==> src/rtl/ehl_gray_counter_if.sv <==
// Bundles the control inputs and count outputs of ehl_gray_counter.
// The master side drives the controls; the slave side is the counter itself.
interface ehl_gray_counter_if #(
  parameter int WIDTH = 5
);
  logic             clear;
  logic             load;
  logic [WIDTH-1:0] load_value;
  logic             enable;
  logic             down;
  logic [WIDTH-1:0] count_bin;
  logic [WIDTH-1:0] count_gray;
  logic [WIDTH-1:0] count_gray_next;
  logic             wrap;

  modport master (
    output clear, load, load_value, enable, down,
    input  count_bin, count_gray, count_gray_next, wrap
  );

  modport slave (
    input  clear, load, load_value, enable, down,
    output count_bin, count_gray, count_gray_next, wrap
  );
endinterface

==> src/rtl/ehl_gray_counter.sv <==
// Up/down counter holding binary and Gray copies of its value, with clear,
// load, optional saturation and a combinational look-ahead Gray output.
module ehl_gray_counter #(
  parameter int          WIDTH    = 5,
  parameter int unsigned INIT     = 0,
  parameter bit          SATURATE = 1'b0
) (
  input  logic              clk,
  input  logic              reset,
  ehl_gray_counter_if.slave bus
);

  localparam logic [WIDTH-1:0] INIT_V = WIDTH'(INIT);
  localparam logic [WIDTH-1:0] ZERO_V = {WIDTH{1'b0}};
  localparam logic [WIDTH-1:0] MAX_V  = {WIDTH{1'b1}};
  localparam logic [WIDTH-1:0] ONE_V  = {{(WIDTH-1){1'b0}}, 1'b1};

  function automatic logic [WIDTH-1:0] bin2gray(input logic [WIDTH-1:0] b);
    return b ^ (b >> 1);
  endfunction

  localparam logic [WIDTH-1:0] INIT_GRAY_V = INIT_V ^ (INIT_V >> 1);

  logic [WIDTH-1:0] count_bin_r;
  logic [WIDTH-1:0] count_gray_r;
  logic             wrap_r;
  logic [WIDTH-1:0] next_bin_s;
  logic             next_wrap_s;

  // Next-state selection: clear > load > step > hold; shared by registers and look-ahead.
  always_comb begin
    next_bin_s  = count_bin_r;
    next_wrap_s = 1'b0;
    if (bus.clear) begin
      next_bin_s = INIT_V;
    end else if (bus.load) begin
      next_bin_s = bus.load_value;
    end else if (bus.enable) begin
      if (bus.down) begin
        if (count_bin_r == ZERO_V) begin
          if (SATURATE) begin
            next_bin_s = ZERO_V;
          end else begin
            next_bin_s  = MAX_V;
            next_wrap_s = 1'b1;
          end
        end else begin
          next_bin_s = count_bin_r - ONE_V;
        end
      end else begin
        if (count_bin_r == MAX_V) begin
          if (SATURATE) begin
            next_bin_s = MAX_V;
          end else begin
            next_bin_s  = ZERO_V;
            next_wrap_s = 1'b1;
          end
        end else begin
          next_bin_s = count_bin_r + ONE_V;
        end
      end
    end else begin
      next_bin_s = count_bin_r;
    end
  end

  // Both count copies update on the same edge so they can never disagree.
  always_ff @(posedge clk or posedge reset) begin
    if (reset) begin
      count_bin_r  <= INIT_V;
      count_gray_r <= INIT_GRAY_V;
      wrap_r       <= 1'b0;
    end else begin
      count_bin_r  <= next_bin_s;
      count_gray_r <= bin2gray(next_bin_s);
      wrap_r       <= next_wrap_s;
    end
  end

  assign bus.count_bin       = count_bin_r;
  assign bus.count_gray      = count_gray_r;
  assign bus.count_gray_next = bin2gray(next_bin_s);
  assign bus.wrap            = wrap_r;

endmodule
==> src/flat_wrapper.sv <==
// flat-port wrapper written by rule: the top's interface ports become plain ports
module ehl_gray_counter_flat 
#(
  parameter int          WIDTH    = 5,
  parameter int unsigned INIT     = 0,
  parameter bit          SATURATE = 1'b0
)
  (clk, reset, bus_clear, bus_load, bus_load_value, bus_enable, bus_down, bus_count_bin, bus_count_gray, bus_count_gray_next, bus_wrap);
  ehl_gray_counter_if #(.WIDTH(WIDTH)) bus_i ();
  input  logic clk;
  input  logic reset;
  input wire logic [$bits(bus_i.clear)-1:0] bus_clear;
  input wire logic [$bits(bus_i.load)-1:0] bus_load;
  input wire logic [$bits(bus_i.load_value)-1:0] bus_load_value;
  input wire logic [$bits(bus_i.enable)-1:0] bus_enable;
  input wire logic [$bits(bus_i.down)-1:0] bus_down;
  output wire logic [$bits(bus_i.count_bin)-1:0] bus_count_bin;
  output wire logic [$bits(bus_i.count_gray)-1:0] bus_count_gray;
  output wire logic [$bits(bus_i.count_gray_next)-1:0] bus_count_gray_next;
  output wire logic [$bits(bus_i.wrap)-1:0] bus_wrap;
  assign bus_i.clear = bus_clear;
  assign bus_i.load = bus_load;
  assign bus_i.load_value = bus_load_value;
  assign bus_i.enable = bus_enable;
  assign bus_i.down = bus_down;
  assign bus_count_bin = bus_i.count_bin;
  assign bus_count_gray = bus_i.count_gray;
  assign bus_count_gray_next = bus_i.count_gray_next;
  assign bus_wrap = bus_i.wrap;
  ehl_gray_counter #(.WIDTH(WIDTH), .INIT(INIT), .SATURATE(SATURATE)) u_core (.clk(clk), .reset(reset), .bus(bus_i));
endmodule
==> config.mk <==
export PLATFORM = sky130hd
export DESIGN_NAME = ehl_gray_counter_flat
export DESIGN_NICKNAME = d
export VERILOG_FILES = /design/src/rtl/ehl_gray_counter_if.sv /design/src/rtl/ehl_gray_counter.sv /design/src/flat_wrapper.sv
export SDC_FILE = /design/constraint.sdc
export NUM_CORES = 1
export LEC_CHECK = 0
export BUFFER_PORTS_ARGS = -buffer_cell sky130_fd_sc_hd__buf_2
export CAP_MARGIN = 25
export CORE_MARGIN = 2
export CORE_UTILIZATION = 47
export DETAILED_ROUTE_END_ITERATION = 10
export PLACE_DENSITY = 0.8
export RECOVER_POWER = 25
export REMOVE_ABC_BUFFERS = 1
export SLEW_MARGIN = 20
export SYNTH_ARGS = -nofsm -noshare
export SYNTH_HDL_FRONTEND = slang
export SYNTH_SLANG_ARGS = --single-unit
==> constraint.sdc <==
create_clock -name clk -period 2.5 [get_ports clk]
set_input_delay 0.25 -clock clk [delete_from_list [all_inputs] [get_ports clk]]
set_output_delay 0.25 -clock clk [all_outputs]
set_load 0.01 [all_outputs]
==> impl_metrics.py, run 1 <==
metrics = {
    "status": {
        "status": "finished, violations left",
        "violations": "setup timing",
    },
    "critical_path": {
        "crit_type": "register to output pin",
        "end_kind": "output pin",
        "critPathLaunchType": "register",
        "cp_max_fo": 4,
        "reg2regPathDepth": 11,
        "cp.required_ps": 2250,
        "crit_arrival_ps": 2380,
    },
    "placement": {
        "portBuffers": 26,
        "place_ws_ps": 0.712,
        "placed_cells": 116,
        "gp_routability_congestion": 0.844,
        "hpwl_um": 1270,
    },
    "clock_network": {
        "clk_pin_slew_ps": 70,
        "clk_latency_ps": 270,
        "cts-root-buf": "clkbuf_4",
        "htree_levels": 1,
        "clockBufferDepth": 2,
        "cts_tree": "done",
        "clock_sinks": 10,
        "cts_buffers": 3,
    },
    "floorplanning": {
        "core_sq_um": 1450,
        "initial_core_util_pct": 48.7,
        "ios": 27,
        "die_area_sq_um": 1830,
        "rows": 14,
        "fp.dieH_um": 42.8,
        "die_x_um": 42.8,
    },
    "sta": {
        "tightest_slew_ps": 547,
        "finalWorstSetupSlack_ps": -126,
        "slew_violations": 0,
        "rsz0062_at_grt": "yes",
        "fin_skew_ps": 3.47,
        "fmax_ghz": 0.381,
        "fin_crit_sh_pct": 105,
        "hold_violations": 0,
        "max_slew_margin_pct": 63.2,
        "fin_crit_ps": 2630,
        "setup-violations-final": 3,
    },
    "synth": {
        "synth_mux_area_share_pct": 3.00,
        "synth_top_area_cell": "dfrtp_1",
        "ys_types": 34,
        "synthCells": 71,
        "netlist_area_sq_um": 708,
        "synth_top_flop_cell": "dfrtp_1",
        "ys_warn_count": 0,
        "synth-compound-area-share_pct": 21.6,
        "synth_edf_count": 0,
        "synthXorXnorAreaFrac_pct": 7.42,
        "syn_area_per_cell_sq_um": 9.97,
        "ys_seq_area_share_pct": 35.3,
        "synth_top_area_share_pct": 35.3,
        "synth_fa_ha_area_share_pct": 5.30,
        "synthTopCellsByArea": "dfrtp_1, ha_1, inv_1",
        "synth_top_family_by_area": "compound AO/OA/AOI/OAI gates",
        "synthSimpleGateAreaFrac_pct": 17.0,
        "ys_seq_elements": 10,
        "async_flop_share_pct": 100,
    },
    "layout": {
        "final_cell_mix": "buf_2, buf_4, dfrtp_1",
        "fin_nets": 125,
        "area_delta_synth_final_pct": 48.4,
        "finalNonFillerCells": 125,
        "final_common_cell": "buf_2",
        "seqCellArea_sq_um": 250,
        "drive_above_1_share_pct": 59.6,
        "multi_input_area_sq_um": 479,
        "fillers": 116,
        "antenna_cells": 0,
    },
    "global_routing": {
        "overflow": 0,
        "grt_pass1_wl_um": 2960,
        "grt_max_degree": 12,
        "antenna_found_initial": 0,
        "grt_pass1_vias": 637,
        "grtUsageTotal_pct": 22.2,
    },
    "run": {
        "drv_cap": 0,
    },
    "worst_hold_path": {
        "hp-class": "input port to register",
        "min_path_cells": 2,
    },
    "detailed_routing": {
        "viasPerCell": 5.39,
        "wirelength_um": 1880,
        "dr.pass1.iters": 4,
        "drtAntennaViolNets": 0,
        "drc_errors": 0,
        "drt_iter0_markers": 29,
        "avgRoutedWirePerCell_um": 15.0,
        "num_vias": 674,
    },
    "power_and_ir_drop": {
        "leakage_nw": 0.547,
        "power.density_nw_per_um2": 483,
        "max-vdd-ir-drop_uv": 396,
    },
}
==> worst max-delay path: stages (launching register included) <==
cell and delay (ps):
dfrtp_1 390, ha_2 190, and3_4 160, ha_4 170
nor2_2 120, a22o_1 170, a21oi_2 80, o41ai_4 320
buf_4 170, xor2_1 170, buf_2 170
==> power by group <==
part / switching, mW / total (mW) / internal [mW]
sequential: 0.00823 / 0.187 / 0.178
combinational: 0.106 / 0.206 / 0.101
clock: 0.0594 / 0.115 / 0.0558
==> synth_stat cells (2+ instances only) <==
cell type,count
a21oi_1,5
and3_2,2
buf_2,2
buf_4,2
dfrtp_1,10
ha_1,3
inv_1,9
nand3_1,2
nor2_1,3
nor3_1,3
o21ai_0,3
xnor2_1,3
xor2_1,3
==> stage by stage <==
step | area, sq um | setup TNS, ps | utilization (%) | hold slack (ps) | power, mW
2_1_floorplan | 668 | 0 | - | 90.2 | 0.281
3_3_place_gp | 886 | 0 | 60.9 | 235 | 0.352
3_5_place_dp | 886 | 0 | 60.9 | 241 | 0.355
4_1_cts | 1020 | -255 | 70.3 | 254 | 0.497
5_1_grt | 1050 | -664 | 72.3 | 267 | 0.535
6_report | 1050 | -251 | 72.3 | 254 | 0.508
==> state kept, by name (all words and copies together) (netlist names) <==
name	cells
u_core.bus.count_bin	5
u_core.bus.count_gray	4
u_core.bus.wrap	1
==> routing by layer <==
metal | part of all wire (%) | up-vias | global-route usage (%)
met5 | 0 | - | 0
met4 | 2.1 | 0 | 9.38
met3 | 3.4 | 4 | 1.28
met2 | 51 | 22 | 37.3
met1 | 43 | 320 | 29.3
li1 | - | 328 | -
==> repair_timing <==
| action | in CTS | in global routing |
|---|---|---|
| resized for setup | 14 | 7 |
| gates cloned | 0 | 0 |
| setup buffers | 5 | 2 |
| endpoints found under the setup margin | 4 | 6 |
| endpoints found under the hold margin | 10 | 0 |
| hold buffers | 1 | 0 |
| pin swaps | 10 | 8 |
==> final cells by class <==
type                            count  area share (%)
Multi-Input combinational cell     46            45.6
Timing Repair Buffer               41            23.3
Tap cell                           16            1.90
Inverter                            9            3.21
Clock buffer                        3            2.14
Sequential cell                    10            23.8
==> kinds of logic after synthesis <==
group / count (synthesis)
xor+xnor: 6
fa+ha+maj: 3
flops: 10
simple gates: 18
mux: 2
compound gates: 17
buf+inv: 15
==> worst paths after layout <==
check | from | slack, ps | end
min in group asynchronous | reset | 510 | u_core.bus.count_gray[2]
max in group asynchronous | reset | 1720 | u_core.bus.count_gray[0]
hold / removal | bus_clear | 250 | u_core.bus.count_bin[3]
setup reg to reg | u_core.bus.count_bin[0] | 190 | u_core.bus.count_gray[2]
hold reg to reg | u_core.bus.count_bin[1] | 870 | u_core.bus.count_bin[3]
setup / recovery | u_core.bus.count_bin[0] | -130 | bus_count_gray_next[2]
Power figures use the tool's default switching activity.
==> inputs of run 2 (changes only) <==
--- a/config.mk
+++ b/config.mk
@@ -8,9 +8,9 @@
 export BUFFER_PORTS_ARGS = -buffer_cell sky130_fd_sc_hd__buf_2
 export CAP_MARGIN = 25
 export CORE_MARGIN = 2
-export CORE_UTILIZATION = 47
+export CORE_UTILIZATION = 45
 export DETAILED_ROUTE_END_ITERATION = 10
-export PLACE_DENSITY = 0.8
+export PLACE_DENSITY = 0.77
 export RECOVER_POWER = 25
 export REMOVE_ABC_BUFFERS = 1
 export SLEW_MARGIN = 20
==> run 2 against run 1 <==
Against the previous run:
- the run still ends with setup timing left
- via count down 1.6%
- cell count increased by 0.80%
- worst setup slack gained 32 ps
- clock power fell by 14%
- cell area is 1.5% higher
- die area increased by 4.0%
- flip-flop and latch count stayed put
- count of clock-buffer cells in the layout unchanged
- first-iteration DRC count down 79%
- sequential share of layout area decreased by 0.36 points
- critical path type unchanged
- critical endpoint is now bus_count_gray_next[3]
- largest power group unchanged
==> impl_metrics.py, run 2 (same netlist as run 1, synthesis figures left out) <==
metrics = {
    "clock_network": {
        "clk_pin_slew_ps": 50,
        "cts_tree": "done",
        "htree_levels": 1,
        "cts-root-buf": "clkbuf_4",
        "clockBufferDepth": 2,
        "clock_sinks": 10,
        "cts_buffers": 3,
        "clk_latency_ps": 250,
    },
    "placement": {
        "placed_cell_area_sq_um": 878,
        "hpwl_um": 1220,
        "placed_cells": 115,
        "portBuffers": 26,
        "gp_routability_congestion": 0.830,
    },
    "critical_path": {
        "rr_startpoint": "u_core.bus.count_bin[1]",
        "crit_arrival_ps": 2340,
        "critPathLaunchType": "register",
        "r2r_slack_ps": 380,
        "timing.rr.end": "u_core.bus.count_gray[3]",
        "end_kind": "output pin",
        "crit_type": "register to output pin",
        "cp.required_ps": 2250,
        "cp_max_fo": 4,
        "reg2regPathDepth": 9,
    },
    "sta": {
        "fin_skew_ps": 1.51,
        "max_slew_margin_pct": 60.5,
        "slew_violations": 0,
        "rsz0062_at_grt": "yes",
        "fin_crit_sh_pct": 104,
        "whs_ps": 243,
        "setup-violations-final": 2,
        "tightest_slew_ps": 586,
        "hold_violations": 0,
        "tns_ps": -156,
        "fmax_ghz": 0.386,
        "fin_crit_ps": 2590,
        "finalWorstSetupSlack_ps": -93.6,
    },
    "detailed_routing": {
        "wirelength_um": 1750,
        "viasPerCell": 5.26,
        "drtAntennaViolNets": 0,
        "drc_errors": 0,
        "num_vias": 663,
        "drt_iter0_markers": 6,
        "avgRoutedWirePerCell_um": 13.9,
        "dr.pass1.iters": 3,
    },
    "layout": {
        "largest_register_ffs": 5,
        "drive_above_1_share_pct": 59.1,
        "fin_nets": 126,
        "area_delta_synth_final_pct": 50.7,
        "antenna_cells": 0,
        "finalNonFillerCells": 126,
        "design_area_sq_um": 1070,
        "fillers": 100,
        "seqCellArea_sq_um": 250,
        "final_cell_mix": "buf_2, buf_4, dfrtp_1",
        "final_common_cell": "buf_2",
        "multi_input_area_sq_um": 475,
    },
    "global_routing": {
        "antenna_found_initial": 0,
        "grtUsageTotal_pct": 21.7,
        "grt_max_degree": 12,
        "overflow": 0,
        "grt_pass1_vias": 658,
        "grt_pass1_wl_um": 2990,
    },
    "floorplanning": {
        "rows": 14,
        "core_sq_um": 1490,
        "die_area_sq_um": 1910,
        "fp.dieH_um": 43.7,
        "ios": 27,
        "initial_core_util_pct": 47.6,
        "die_x_um": 43.7,
    },
    "run": {
        "drv_cap": 0,
    },
    "worst_hold_path": {
        "hp-class": "input port to register",
        "worstHoldStart": "bus_clear",
        "whs_endpoint": "u_core.bus.count_bin[3]",
        "min_path_cells": 2,
    },
    "power_and_ir_drop": {
        "leakage_nw": 0.547,
        "power.density_nw_per_um2": 466,
        "max-vdd-ir-drop_uv": 330,
    },
    "status": {
        "violations": "setup timing",
        "status": "finished, violations left",
    },
}
run 2: cell count changes in the layout (fill, tap and decap cells not counted), sizes merged:
cell / previous run / this run
buf: 40 / 41
run 2: layout make-up:
cell class / count / share of cell area, %
clock buffers: 3 / 2.11
flip-flops and latches: 10 / 23.4
multi-input cells: 46 / 44.5
well taps: 16 / 1.88
repair buffers: 42 / 24.4
inverters: 9 / 3.63
run 2: worst max-delay path by stage:
stage	slack [ps]	to	cells after the start	startpoint
global route	-230	bus_count_gray_next[3]	9	u_core.bus.count_bin[1]
finish	-90	bus_count_gray_next[3]	9	u_core.bus.count_bin[1]
CTS	-60	bus_count_gray_next[3]	9	u_core.bus.count_bin[1]
global placement	50	bus_count_gray_next[3]	9	u_core.bus.count_bin[1]
floorplan	40	bus_count_gray_next[2]	8	u_core.bus.count_bin[0]
detailed placement	-30	bus_count_gray_next[2]	9	u_core.bus.count_bin[0]
run 2: where the power goes:
part | switching (mW) | internal (mW) | total, mW
registers | 0.00796 | 0.179 | 0.187
clock network | 0.0439 | 0.0549 | 0.0989
logic | 0.106 | 0.106 | 0.212
total | 0.158 | 0.339 | 0.497
run 2: timing repair:
action                                  CTS  global route
resized for setup                        23             1
pin swaps                                11             3
hold buffers                              1             0
endpoints found under the setup margin    3             4
setup buffers                             5             2
hold endpoints to repair                 10             0
run 2: worst max-delay path, cell delays in order (launching register included):
cell and delay (ps):
dfrtp_1 390, ha_2 190, and3_4 150, ha_4 170
nor2b_4 130, o21ai_2 130, a21oi_2 80, a2111oi_4 440
xor2_1 240, buf_2 170
run 2: stage by stage:
step | utilization (%) | power, mW | setup slack, ps
CTS | 70.3 | 0.493 | -58.5
floorplan | - | 0.281 | 44.4
global route | 71.7 | 0.532 | -228
global placement | 59.0 | 0.350 | 53.4
finish | 71.7 | 0.497 | -93.6
detailed placement | 59.0 | 0.353 | -27.0
run 2: layer usage:
layer	wire length (um)	global-route usage [%]	up-vias	share of wire (%)
li1	-	-	327	-
met1	694	27.1	306	40
met2	933	34.7	22	53
met3	74	2.92	8	4.2
met4	45	14.5	0	2.6
met5	0	0	-	0
